[src/rtl/pio_edge_event_master_pkg.sv]
// Shared types and constants for the PIO edge-event master.
// Slave register map and service FSM encoding.
package pio_edge_event_master_pkg;

    typedef enum logic [2:0] {
        ST_INIT,
        ST_IDLE,
        ST_READ,
        ST_CAPTURE,
        ST_PUSH
    } state_t;

    localparam logic [1:0] PIO_ADDR_DATA    = 2'd0;
    localparam logic [1:0] PIO_ADDR_IRQMASK = 2'd2;
    localparam logic [1:0] PIO_ADDR_EDGECAP = 2'd3;

    localparam logic [31:0] PIO_CLEAR_ALL = 32'hFFFF_FFFF;

    function automatic logic [15:0] sat_inc16(input logic [15:0] v);
        return (v == 16'hFFFF) ? v : v + 16'd1;
    endfunction

endpackage

[src/rtl/pio_edge_event_master.sv]
// Avalon-MM initiator servicing an edge-capture PIO slave and
// emitting timestamped edge events on a valid/ready stream.
module pio_edge_event_master
    import pio_edge_event_master_pkg::*;
#(
    parameter logic [31:0] IRQ_MASK = 32'hFFFF_FFFF,
    parameter logic [31:0] TS_INIT  = 32'h0000_0000
) (
    input  logic        clk,
    input  logic        reset_n,
    output logic [1:0]  avm_address,
    output logic        avm_chipselect,
    output logic        avm_write_n,
    output logic [31:0] avm_writedata,
    input  logic [31:0] avm_readdata,
    input  logic        irq,
    output logic        evt_valid,
    input  logic        evt_ready,
    output logic [31:0] evt_bits,
    output logic [31:0] evt_time,
    output logic [15:0] spurious_cnt
);

    state_t      r_state;
    state_t      w_next;
    logic [31:0] r_ts;
    logic [31:0] r_bits;
    logic [31:0] r_time;
    logic [15:0] r_spur;

    logic        w_cs;
    logic        w_wr_n;
    logic [1:0]  w_addr;
    logic [31:0] w_wdata;
    logic        w_valid;
    logic        w_capture;

    always_ff @(posedge clk or negedge reset_n) begin
        if (!reset_n) begin
            r_state <= ST_INIT;
        end else begin
            r_state <= w_next;
        end
    end

    always_comb begin
        w_next    = r_state;
        w_cs      = 1'b0;
        w_wr_n    = 1'b1;
        w_addr    = PIO_ADDR_DATA;
        w_wdata   = 32'h0;
        w_valid   = 1'b0;
        w_capture = 1'b0;
        unique case (r_state)
            ST_INIT: begin
                w_cs    = 1'b1;
                w_wr_n  = 1'b0;
                w_addr  = PIO_ADDR_IRQMASK;
                w_wdata = IRQ_MASK;
                w_next  = ST_IDLE;
            end
            ST_IDLE: begin
                if (irq) begin
                    w_next = ST_READ;
                end
            end
            ST_READ: begin
                w_cs   = 1'b1;
                w_addr = PIO_ADDR_EDGECAP;
                w_next = ST_CAPTURE;
            end
            ST_CAPTURE: begin
                w_cs      = 1'b1;
                w_wr_n    = 1'b0;
                w_addr    = PIO_ADDR_EDGECAP;
                w_wdata   = PIO_CLEAR_ALL;
                w_capture = 1'b1;
                w_next    = (|avm_readdata) ? ST_PUSH : ST_IDLE;
            end
            ST_PUSH: begin
                w_valid = 1'b1;
                if (evt_ready) begin
                    w_next = ST_IDLE;
                end
            end
            default: begin
                w_next = ST_INIT;
            end
        endcase
    end

    // INIT is the reset state, so the bus is held quiet while reset is low.
    assign avm_chipselect = w_cs & reset_n;
    assign avm_write_n    = w_wr_n | ~reset_n;
    assign avm_address    = reset_n ? w_addr : PIO_ADDR_DATA;
    assign avm_writedata  = reset_n ? w_wdata : 32'h0;
    assign evt_valid      = w_valid;

    always_ff @(posedge clk or negedge reset_n) begin
        if (!reset_n) begin
            r_ts <= TS_INIT;
        end else begin
            r_ts <= r_ts + 32'd1;
        end
    end

    always_ff @(posedge clk or negedge reset_n) begin
        if (!reset_n) begin
            r_bits <= 32'h0;
            r_time <= 32'h0;
            r_spur <= 16'h0;
        end else if (w_capture) begin
            r_bits <= avm_readdata;
            r_time <= r_ts;
            if (avm_readdata == 32'h0) begin
                r_spur <= sat_inc16(r_spur);
            end
        end
    end

    assign evt_bits     = r_bits;
    assign evt_time     = r_time;
    assign spurious_cnt = r_spur;

endmodule

[config.mk]
export PLATFORM = sky130hd
export DESIGN_NAME = pio_edge_event_master
export DESIGN_NICKNAME = d
export VERILOG_FILES = /design/src/rtl/pio_edge_event_master_pkg.sv /design/src/rtl/pio_edge_event_master.sv
export SDC_FILE = /design/constraint.sdc
export NUM_CORES = 1
export LEC_CHECK = 0
export BUFFER_PORTS_ARGS = -buffer_cell sky130_fd_sc_hd__buf_2
export CORE_ASPECT_RATIO = 1.4
export CORE_UTILIZATION = 51
export CTS_CLUSTER_SIZE = 8
export DETAILED_ROUTE_END_ITERATION = 7
export GPL_ROUTABILITY_DRIVEN = 1
export GPL_TIMING_DRIVEN = 0
export PLACE_DENSITY = 0.8
export SLEW_MARGIN = 15
export SYNTH_ARGS = -nofsm -noshare
export SYNTH_HDL_FRONTEND = slang
export SYNTH_SLANG_ARGS = --single-unit
[constraint.sdc]
create_clock -name clk -period 2.5 [get_ports clk]
set_clock_uncertainty 0.15 [all_clocks]
set_input_delay 0.5 -clock clk [delete_from_list [all_inputs] [get_ports clk]]
set_output_delay 0.5 -clock clk [all_outputs]
set_load 0.05 [all_outputs]
==> results of run 1 <==
[registers in the layout, summed over array words and instances, names as in the netlist]
register      flops
r_state           3
r_ts             32
evt_bits         32
spurious_cnt     16
evt_time         32
[kinds of logic after synthesis]
logic type	Yosys count	synth area share
buf+inv	45	0.0599
simple gates	101	0.116
xor+xnor	45	0.0796
compound gates	8	0.0142
flops	115	0.582
mux	63	0.143
fa+ha+maj	2	0.00506
[cells in the mapped netlist, drive strengths merged (4+ instances only)]
cell,instances,area [um2]
buf,35,259
xor2,6,52.6
and2,4,25.0
nor3b,4,30.0
clkbuf,4,15.0
mux2,63,709
nor4,9,81.3
nand2,21,78.8
nand4,11,68.8
inv,6,22.5
nor2,9,33.8
xnor2,39,342
nand3,23,125
dfrtp,115,2880
and3,11,70.1
[metrics by stage]
step / utilization / area [um2]
floorplan: - / 4990
global placement: 0.622 / 5880
CTS: 0.723 / 6840
finish: 0.753 / 7120
global route: 0.753 / 7120
detailed placement: 0.626 / 5920
[worst max-delay path: cells and delay by family, from the launching register on]
family,cells,cell delay (ns)
buf+inv,3,0.51
flops,1,0.42
simple gates,3,0.55
[area by class of cell]
class	count	area (um2)	area share
sequential	115	2880	0.404
multi-input combinational	219	1800	0.253
timing repair inverter	3	22.5	0.00316
clock buffer	22	464	0.0652
clock inverter	10	155	0.0218
tap	110	138	0.0193
timing repair buffer	166	1330	0.187
inverter	6	26.3	0.00369
buffer	39	304	0.0427
[layer usage]
metal | global-route usage | up-vias
met5 | 0 | -
met4 | 0.111 | 0
met3 | 0.0622 | 29
met2 | 0.429 | 138
met1 | 0.270 | 1831
li1 | - | 1655
[power groups by stage]
stage	logic [mW]	registers [mW]	clock network (mW)
after floorplan	1.99	3.51	0
after global placement	3.85	2.39	0
after detailed placement	3.91	2.42	0
after CTS	4.14	2.39	2.55
after global routing	4.83	2.43	2.65
final	4.68	2.40	2.54
[path summary, 6_finish.rpt]
| kind | startpoint | end | slack (ns) | cells after the start |
|---|---|---|---|---|
| max | r_state[0] | avm_writedata[12] | -0.06 | 6 |
| min | reset_n | spurious_cnt[5] | 0.02 | 2 |
| max reg2reg | r_state[2] | evt_bits[7] | 0.13 | 4 |
| min reg2reg | r_ts[31] | r_ts[31] | 0.34 | 1 |
| max in group asynchronous | reset_n | r_state[1] | 1.41 | 4 |
| min in group clk | avm_readdata[1] | evt_bits[1] | 0.19 | 2 |
[what timing repair did]
| item | 4_1_cts | 5_1_grt |
|---|---|---|
| cloned | 5 | 0 |
| endpoints found under the setup margin | 36 | 32 |
| pin swaps | 1 | 2 |
| gates resized for setup | 37 | 71 |
| endpoints found under the hold margin | 62 | 0 |
| setup buffers | 1 | 3 |
| hold buffers | 7 | 0 |
==> results summary, run 1 <==
The routed length on met2 came out at 6680 um. The portion of the post-synthesis area used by sequential elements came out at 0.582. The total track usage came out at 0.242. Setup violations remaining at the end of the flow were counted as 32. The finished layout holds 690 standard cells, fillers aside. The total grt overflow came out at 0. Once detail routing completed, the nets flagged for antenna violations numbered 0. For the pin with the worst max-slew slack, the measured transition is 0.622 ns.

The latest clock arrival within the worst-skew pair is 0.41 ns. STA classifies the critical path endpoint as an output port. The horizontal extent of the die is 85.3 um. In the final routing, the length of wire on met1 measures 4780 um.

Across the run, the number of max-cap violations was 0. The final weighted congestion of routability-driven global placement is 0.827. Among all flip-flop cells after synthesis, the most frequent one is sky130_fd_sc_hd__dfrtp_1. Cell internal power was estimated by the tool at 5.61 mW.

The number of buffers added on ports came out at 152. The final worst-path setup slack is -0.0595 ns. The via count came out at 3653.

The switching fraction of total power came out at 0.417. The standard-cell row count is 42. The initial antenna violation count came to 0. Detailed routing placed a total of 628 um of wire on met3. The via count of the first global-routing pass came out at 3747. The placed wire-length estimate after detailed placement came out at 7480 um. The cell count after synthesis is 379. The root buffer cell chosen for the clock tree is sky130_fd_sc_hd__clkbuf_16.

Setup repair after global routing could not meet its margin everywhere. The total routed wirelength is 12500 um. The total number of H-tree levels is 4.

The per-cell via count in the routed design is 5.29. The final reports fail on setup timing. The leakage dissipation is 3.53 nW.

The max-slew headroom at the worst pin is 0.585. The post-detailed-route wirelength per cell is 18.1 um. The library cell used most frequently in the layout, excluding fill and tap cells, is sky130_fd_sc_hd__buf_2. The starting utilization of the core area is 0.523. The clock transition at the registers of the reported paths came out at 0.05 ns. The number of design-rule violations left by the first detailed-router iteration is 182.

Hold timing on the final database bottoms out at a slack of 0.0185 ns. The switching power of the nets is 4.02 mW. Of the cells placed in the final design, the portion with a size suffix greater than 1 is 0.529. The max-slew violation total from the final report is 0. The number of hold violations in the final report is 0. The worst-path maximum fanout came out at 8. The I/O pin count came out at 153.

The area of the mapped netlist is 4950 um2. TritonCTS built the clock tree. The final-layout setup total negative slack is -1.11 ns. The sequential share of power came out at 0.250. The relative contribution of combinational cells to total power is 0.486.

The worst supply voltage drop on vdd came out at 0.720 mV. The post-synth net total came out at 417. The floorplan step defined a core boundary enclosing 9460 um2. The worst setup slack after placement is -0.678 ns. The die footprint came out at 10100 um2. The fill cell instance count of the final layout is 584. The CTS buffer count came out at 17. Of the total power, the clock network draws 0.264.

The endpoint arrival time on the critical path came out at 1.91 ns. The run finished, with violations left. Including well taps, the total number of placed cells is 642. The first-pass GRT wire length came out at 18600 um.

The largest buffer count on any clock path came out at 2. The number of warning messages in the yosys log came out at 0. STA classifies the critical path startpoint as a register. The highest attainable clock frequency came out at 0.391 GHz. The pin count of the biggest net entering global routing came out at 33.

The number of nets in the final layout is 605. The first TritonRoute pass finished after 4 iterations. The critical path goes through nor2b_4, nor3b_4, nand2_4, clkinvlp_4, buf_4, buf_8.

The number of flip-flops and latches in the synthesized netlist came out at 115. The class of the tightest hold or removal check is input port to asynchronous set/reset pin. The count of unique library cells instantiated by Yosys came out at 34. The synthesized area divided by synthesized cell count is 13.1 um2. On the critical path, the stage with the largest delay is an instance of sky130_fd_sc_hd__dfrtp_1. The layout overhead on the synthesized area is 43.9%.

The final cycle utilization of the critical path came out at 1.02. The top layer used by detailed routing is met4. The areal power density over the cells came out at 1350 nW/um2.

Of all flip-flops after synthesis, the portion carrying an async set or reset was 1.00. In the layout the commonest cells are sky130_fd_sc_hd__buf_2, sky130_fd_sc_hd__dfrtp_1, sky130_fd_sc_hd__mux2_2. The number of enable flip-flop cells after synthesis is 0. CTS saw 115 sinks. The DRC violation count after routing came out at 0. The overall die height came out at 119 um.

Power comes to 9.62 mW. The critical path is of the register to output port type. The stage delay of the slowest cell on the critical path came out at 0.42 ns. Data on the critical path is required at its endpoint by 1.85 ns. 0 antenna diodes ended up in the layout. The minimum clock period after layout came out at 2.56 ns.
Note: power is estimated with default switching activity, not from simulation.
==> run 2: changes to the inputs <==
==> constraint.sdc (replaced) <==
create_clock -name clk -period 2.5 [get_ports clk]
set_clock_uncertainty 0.15 [all_clocks]
set_input_delay 0.5 -clock clk [delete_from_list [all_inputs] [get_ports clk]]
set_output_delay 0.5 -clock clk [all_outputs]
set_load 0.02 [all_outputs]
==> results summary, run 2 (same netlist as run 1, synthesis figures left out) <==
The run finished with clean final reports. The starting utilization of the core area came to 0.523 (unchanged). The length of the first detailed-routing pass in iterations came out at 4 (unchanged). The worst hold margin came out at 0.0446 ns (+0.0261 ns). The worst register-to-register path ends at evt_bits[16].

The via count of the first global-routing pass came out at 3710 (-0.99%). The leakage dissipation came out at 3.48 nW (-1.4%). The first-pass GRT wire length came out at 19100 um (+3.0%). The number of design-rule violations left by the first detailed-router iteration came to 106 (-42%). Among all stages on the critical path, the largest delay is contributed by sky130_fd_sc_hd__dfrtp_2. The count of nets left with antenna violations after detail routing is 0 (unchanged). The class of the tightest hold or removal check is input port to asynchronous set/reset pin. Counting stages on the worst path, the most repeated cell is sky130_fd_sc_hd__buf_4. The clock net sink count came out at 115 (unchanged). The total power is 7.91 mW (-18%).

The horizontal extent of the die is 85.3 um (unchanged). The I/O pin count was 153 (unchanged). TritonCTS built the clock tree. The area of combinational cells with multiple inputs was 1800 um2 (unchanged). The met1 demand-to-capacity share in global routing is 0.300 (+0.0302). The number of buffers and inverters on the critical path is 3 (unchanged).

The latest clock arrival within the worst-skew pair is 0.40 ns (about the same). The max-slew headroom at the worst pin came to 0.521 (-0.0647). The launch point of the worst path is r_state[1]. The fill cell instance count of the final layout is 633 (+8.4%).

The number of buffers added on ports came out at 152 (unchanged). The die footprint is 10100 um2 (unchanged). The total number of H-tree levels came out at 4 (unchanged). The final cycle utilization of the critical path came out at 0.996 (-0.0280). The slew at the pin with the worst max-slew slack came out at 0.717 ns (+0.0946 ns).

The most frequent standard cell in the layout excluding fill and tap cells is sky130_fd_sc_hd__buf_2. The total grt overflow was 0 (unchanged). Clock tree synthesis selected as its root buffer the cell sky130_fd_sc_hd__clkbuf_16. STA classifies the critical path startpoint as a register. The worst supply voltage drop on vdd came out at 0.748 mV (+3.9%).

The routing usage on met3 came out at 0.0754 (+0.0133). The post-detailed-route wirelength per cell is 17.4 um (-3.6%). The number of hold violations in the final report came out at 0 (unchanged). STA classifies the critical path endpoint as an output port. The total routed wirelength came out at 12100 um (-3.4%). The max-slew violation total from the final report is 0 (unchanged). The share of layout cells above drive strength 1 came to 0.531 (+0.00172). The stage delay of the slowest cell on the critical path was 0.45 ns (+0.03 ns). The final worst-path setup slack came out at 0.0106 ns (+0.0700 ns). In the layout the commonest cells are sky130_fd_sc_hd__buf_2, sky130_fd_sc_hd__dfrtp_1, sky130_fd_sc_hd__mux2_2.

The initial antenna violation count is 2 (+2). met2 is the most crowded layer. The final-layout setup total negative slack is 0 ns (+1.11 ns). The via count is 3689 (+0.99%). The largest buffer count on any clock path came out at 2 (unchanged). The overall die height is 119 um (unchanged). The number of nets in the final layout is 605 (unchanged).

The areal power density over the cells is 1150 nW/um2 (-15%). The fraction of met2 tracks used by global routing came out at 0.409 (-0.0202). The clock transition at the registers of the reported paths is 0.05 ns (about the same). The minimum clock period after layout is 2.49 ns (-0.0700 ns). The startpoint of the worst register-to-register path is r_state[2].

The worst setup path endpoint is avm_writedata[6]. The signal on the critical path passes through nor2b_4, nor3b_4, nand2_4, clkinvlp_4, buf_4, buf_4. The worst setup slack after placement came out at -0.732 ns (-0.0539 ns). The highest attainable clock frequency came to 0.402 GHz (+2.8%).

The standard-cell row count is 42 (unchanged). The worst setup path is of the register to output port kind. The count of maximum capacitance violations is 0 (unchanged). From synthesis to final layout, the design area changed by 38.7%. Grouping stages by cell kind, the critical path spends the most delay in buffers and inverters.

The total track usage came out at 0.254 (+0.0117). The area of all sequential standard cells was 2880 um2 (unchanged). The DRC violation count after routing is 0 (unchanged). The endpoint arrival time on the critical path was 1.84 ns (-0.07 ns).

The worst-path maximum fanout is 8 (unchanged). The pin count of the biggest net entering global routing came out at 35 (+6.1%). The per-cell via count in the routed design is 5.33 (+0.69%). The core area is 9460 um2 (unchanged).

The number of setup violations in the final report came out at 0 (-100%). The number of stages on the worst setup path came out at 6 (unchanged). The final weighted congestion of routability-driven global placement is 0.839 (+1.5%).

The worst endpoint required time came out at 1.85 ns (about the same). The CTS buffer count is 17 (unchanged). The placed wire-length estimate after detailed placement came out at 7840 um (+4.8%). The depth of the most critical reg-to-reg path is 4 (unchanged). The worst setup slack for register-to-register paths was 0.28 ns (+0.15 ns).
[run 2: cell count changes in the layout (fill, tap and decap cells not counted), sizes merged]
cell and delta:
bufbuf +1, clkinvlp -1, diode +2, bufinv +2
clkbuf -1, clkinv -1
[run 2: report_power, final]
part	switching [mW]	leakage, nW	total [mW]	internal, mW
sequential	0.191	1.50	2.40	2.21
clock	0.793	0.324	2.71	1.92
combinational	1.53	1.66	2.80	1.27
[run 2: layout make-up]
| cell class | instances | share of cell area |
|---|---|---|
| repair buffers | 166 | 0.153 |
| inverters | 6 | 0.00383 |
| diodes | 2 | 0.000729 |
| flip-flops and latches | 115 | 0.419 |
| repair inverters | 3 | 0.00328 |
| clock buffers | 22 | 0.0676 |
| multi-input cells | 219 | 0.262 |
| clock inverters | 10 | 0.0295 |
| well taps | 110 | 0.0201 |
| plain buffers | 39 | 0.0401 |
[run 2: how the worst min path moves through the flow]
stage	endpoint	cells past startpoint	start	slack, ns
4_1_cts	r_ts[17]	2	reset_n	0.03
5_1_grt	evt_time[24]	2	reset_n	0.04
6_report	r_ts[17]	2	reset_n	0.04
3_5_place_dp	evt_bits[27]	1	reset_n	0.32
3_3_place_gp	evt_time[0]	2	evt_time[0]	0.32
2_1_floorplan	evt_bits[0]	0	reset_n	0.05
[run 2: repair_timing]
action | in CTS | in global routing
endpoints found under the setup margin | 35 | 54
cloned | 6 | 0
pin swaps | 2 | 2
setup buffers | 2 | 3
resized for setup | 12 | 22
endpoints found under the hold margin | 64 | 0
hold buffers | 5 | 0
[run 2: stage by stage]
step                utilization  std cells  area (um2)
floorplan                     -        379        4960
global placement          0.619        641        5860
detailed placement        0.623        642        5890
CTS                       0.718        687        6790
global route              0.726        692        6860
finish                    0.726        692        6860
[run 2: metal layers]
metal	wire, um	up-vias	part of all wire
met3	797	30	0.066
li1	-	1675	-
met5	0	-	0
met4	442	0	0.037
met2	6190	172	0.51
met1	4620	1812	0.38
[run 2: worst register-to-register path, stage by stage (launching register included)]
cell	delay, ns
sky130_fd_sc_hd__dfrtp_1	0.50
sky130_fd_sc_hd__nand3b_1	0.37
sky130_fd_sc_hd__clkbuf_2	0.37
sky130_fd_sc_hd__buf_2	0.33
sky130_fd_sc_hd__mux2_2	0.38
==> run 3: changes to the inputs <==
--- a/config.mk
+++ b/config.mk
@@ -13,6 +13,7 @@
 export GPL_ROUTABILITY_DRIVEN = 1
 export GPL_TIMING_DRIVEN = 0
 export PLACE_DENSITY = 0.8
+export RECOVER_POWER = 100
 export SLEW_MARGIN = 15
 export SYNTH_ARGS = -nofsm -noshare
 export SYNTH_HDL_FRONTEND = slang
==> results summary, run 3 (same netlist as run 1, synthesis figures left out) <==
The flow ran to the end, and the final reports show no timing, DRC or antenna violations. The worst-path maximum fanout is 8 (unchanged). The per-cell via count in the routed design came out at 5.27 (-1.1%). The core area came out at 9460 um2 (unchanged). The I/O pin count came out at 153 (unchanged).

The areal power density over the cells came out at 1170 nW/um2 (+1.7%). The clock transition at the registers of the reported paths is 0.05 ns (about the same). The total number of H-tree levels is 4 (unchanged). The layout overhead on the synthesized area came out at 34.8%. The highest attainable clock frequency is 0.401 GHz (-0.21%). The critical path goes through nor2b_4, nor3b_4, nand2_4, clkinvlp_4, buf_4, buf_4. The number of design-rule violations left by the first detailed-router iteration is 121 (+14%). The endpoint identified for the worst register-to-register timing path is evt_bits[16].

The number of buffers and inverters on the critical path is 3 (unchanged). The horizontal extent of the die is 85.3 um (unchanged). The worst supply voltage drop on vdd came to 0.738 mV (-1.4%).

The highest-delay cell along the critical path is sky130_fd_sc_hd__dfrtp_2. STA classifies the critical path startpoint as a register. The latest clock arrival within the worst-skew pair came out at 0.40 ns (about the same). The first-pass GRT wire length came out at 19100 um (unchanged).

The worst endpoint required time came to 1.85 ns (about the same). The worst setup path is captured at an output port. The post-place instance area was 5890 um2 (unchanged). The number of setup violations in the final report was 0 (unchanged). The starting utilization of the core area is 0.523 (unchanged).

The startpoint identified for the worst register-to-register timing path is r_state[2]. The number of buffers added on ports came out at 152 (unchanged). The CTS buffer count was 17 (unchanged). The standard-cell row count is 42 (unchanged). The final weighted congestion of routability-driven global placement is 0.839 (unchanged).

The slew at the pin with the worst max-slew slack came out at 1.43 ns (+0.717 ns). The total power came out at 7.81 mW (-1.2%). The via count of the first global-routing pass is 3710 (unchanged). The count of maximum capacitance violations came out at 0 (unchanged). The placed cell count came out at 642 (unchanged). The worst setup slack for register-to-register paths came out at 0.28 ns (about the same). The leakage dissipation is 3.13 nW (-10%). The cell at the root of the clock tree is sky130_fd_sc_hd__clkbuf_16. The number of hold violations in the final report came out at 0 (unchanged).

The area of all placed cells without fillers was 6670 um2 (-2.8%). The stage delay of the slowest cell on the critical path is 0.45 ns (about the same). The total grt overflow came out at 0 (unchanged). The class of the tightest hold or removal check is input port to asynchronous set/reset pin.

The pin count of the biggest net entering global routing came out at 35 (unchanged). The worst hold margin is 0.0297 ns (-0.0150 ns). The initial antenna violation count came out at 2 (unchanged). The number of cells in the finished layout apart from fillers came out at 692 (unchanged).

The max-slew violation total from the final report came to 0 (unchanged). Signal routing reaches up to met4. The wire length on met3 is 843 um (+5.8%). The depth of the most critical reg-to-reg path is 4 (unchanged). The clock net sink count came out at 115 (unchanged). The final cycle utilization of the critical path came out at 0.998 (+0.00213). The minimum clock period after layout is 2.49 ns (+0.00532 ns). The total track usage came to 0.254 (unchanged).

The total routed wirelength was 12100 um (about the same). The CTS tree is done. The count of nets left with antenna violations after detail routing is 0 (unchanged). The post-detailed-route wirelength per cell was 17.4 um (about the same). The largest buffer count on any clock path is 2 (unchanged).

The length of the first detailed-routing pass in iterations came out at 4 (unchanged). The DRC violation count after routing came out at 0 (unchanged). The routed length on met1 came to 4630 um (+0.30%).

Counting stages on the worst path, the most repeated cell is sky130_fd_sc_hd__buf_4. Broken down by cell family, the worst path's largest delay share belongs to buffers and inverters. The number of nets in the final layout is 605 (unchanged). The die footprint is 10100 um2 (unchanged). The max-slew headroom at the worst pin is 0.0442 (-0.476).

The fill cell instance count of the final layout is 696 (+10%). The overall die height was 119 um (unchanged). Leaving out fill and tap cells, the most frequent cells in the layout are sky130_fd_sc_hd__dfrtp_1, sky130_fd_sc_hd__clkbuf_1, sky130_fd_sc_hd__mux2_2. The share of layout cells above drive strength 1 came out at 0.379 (-0.152). The endpoint arrival time on the critical path came out at 1.84 ns (about the same). The placed wire-length estimate after detailed placement came out at 7840 um (unchanged). The critical path start-end classification is register to output port. The final-layout setup total negative slack was 0 ns (unchanged). The via count came out at 3650 (-1.1%). The routed length on met2 is 6150 um (-0.69%). Leaving out fill and tap cells, the most frequent cell in the layout is sky130_fd_sc_hd__dfrtp_1.
run 3: layout make-up:
cell class,count,area (um2),area share
diodes,2,5.00,0.000750
plain buffers,39,275,0.0413
clock buffers,22,464,0.0696
clock inverters,10,203,0.0304
inverters,6,26.3,0.00394
multi-input cells,219,1800,0.270
flip-flops and latches,115,2880,0.432
well taps,110,138,0.0206
repair buffers,166,857,0.128
repair inverters,3,22.5,0.00338
run 3: report_power, final:
part           total, mW  internal [mW]  leakage, nW  switching (mW)
clock network       2.71           1.92        0.324           0.790
registers           2.41           2.21         1.50           0.204
logic               2.70           1.17         1.31            1.53
run 3: what timing repair did:
| action | CTS | global route |
|---|---|---|
| resized for setup | 12 | 22 |
| setup buffers | 2 | 3 |
| hold buffers | 5 | 0 |
| pin swaps | 2 | 2 |
| setup endpoints to repair | 35 | 54 |
| hold endpoints to repair | 64 | 0 |
| gates cloned | 6 | 0 |
run 3: through the flow:
step | utilization | setup WS [ns]
finish | 0.705 | 0.00523
global route | 0.705 | -0.0306
CTS | 0.718 | 0.00907
detailed placement | 0.623 | -0.732
global placement | 0.619 | -1.95
floorplan | - | 0.0122
run 3: routing by layer:
metal  vias up  GRT usage
met5         -          0
met4         0      0.149
met3        28     0.0754
met2       174      0.409
met1      1774      0.300
li1       1674          -
run 3: how the worst max path moves through the flow:
stage,to,startpoint,cells after the start,slack (ns)
2_1_floorplan,avm_writedata[10],r_state[0],5,0.01
3_3_place_gp,avm_writedata[10],reset_n,6,-1.95
3_5_place_dp,avm_writedata[16],reset_n,7,-0.73
4_1_cts,avm_writedata[29],r_state[1],6,0.009
5_1_grt,avm_writedata[6],r_state[1],6,-0.03
6_report,avm_writedata[6],r_state[1],6,0.005
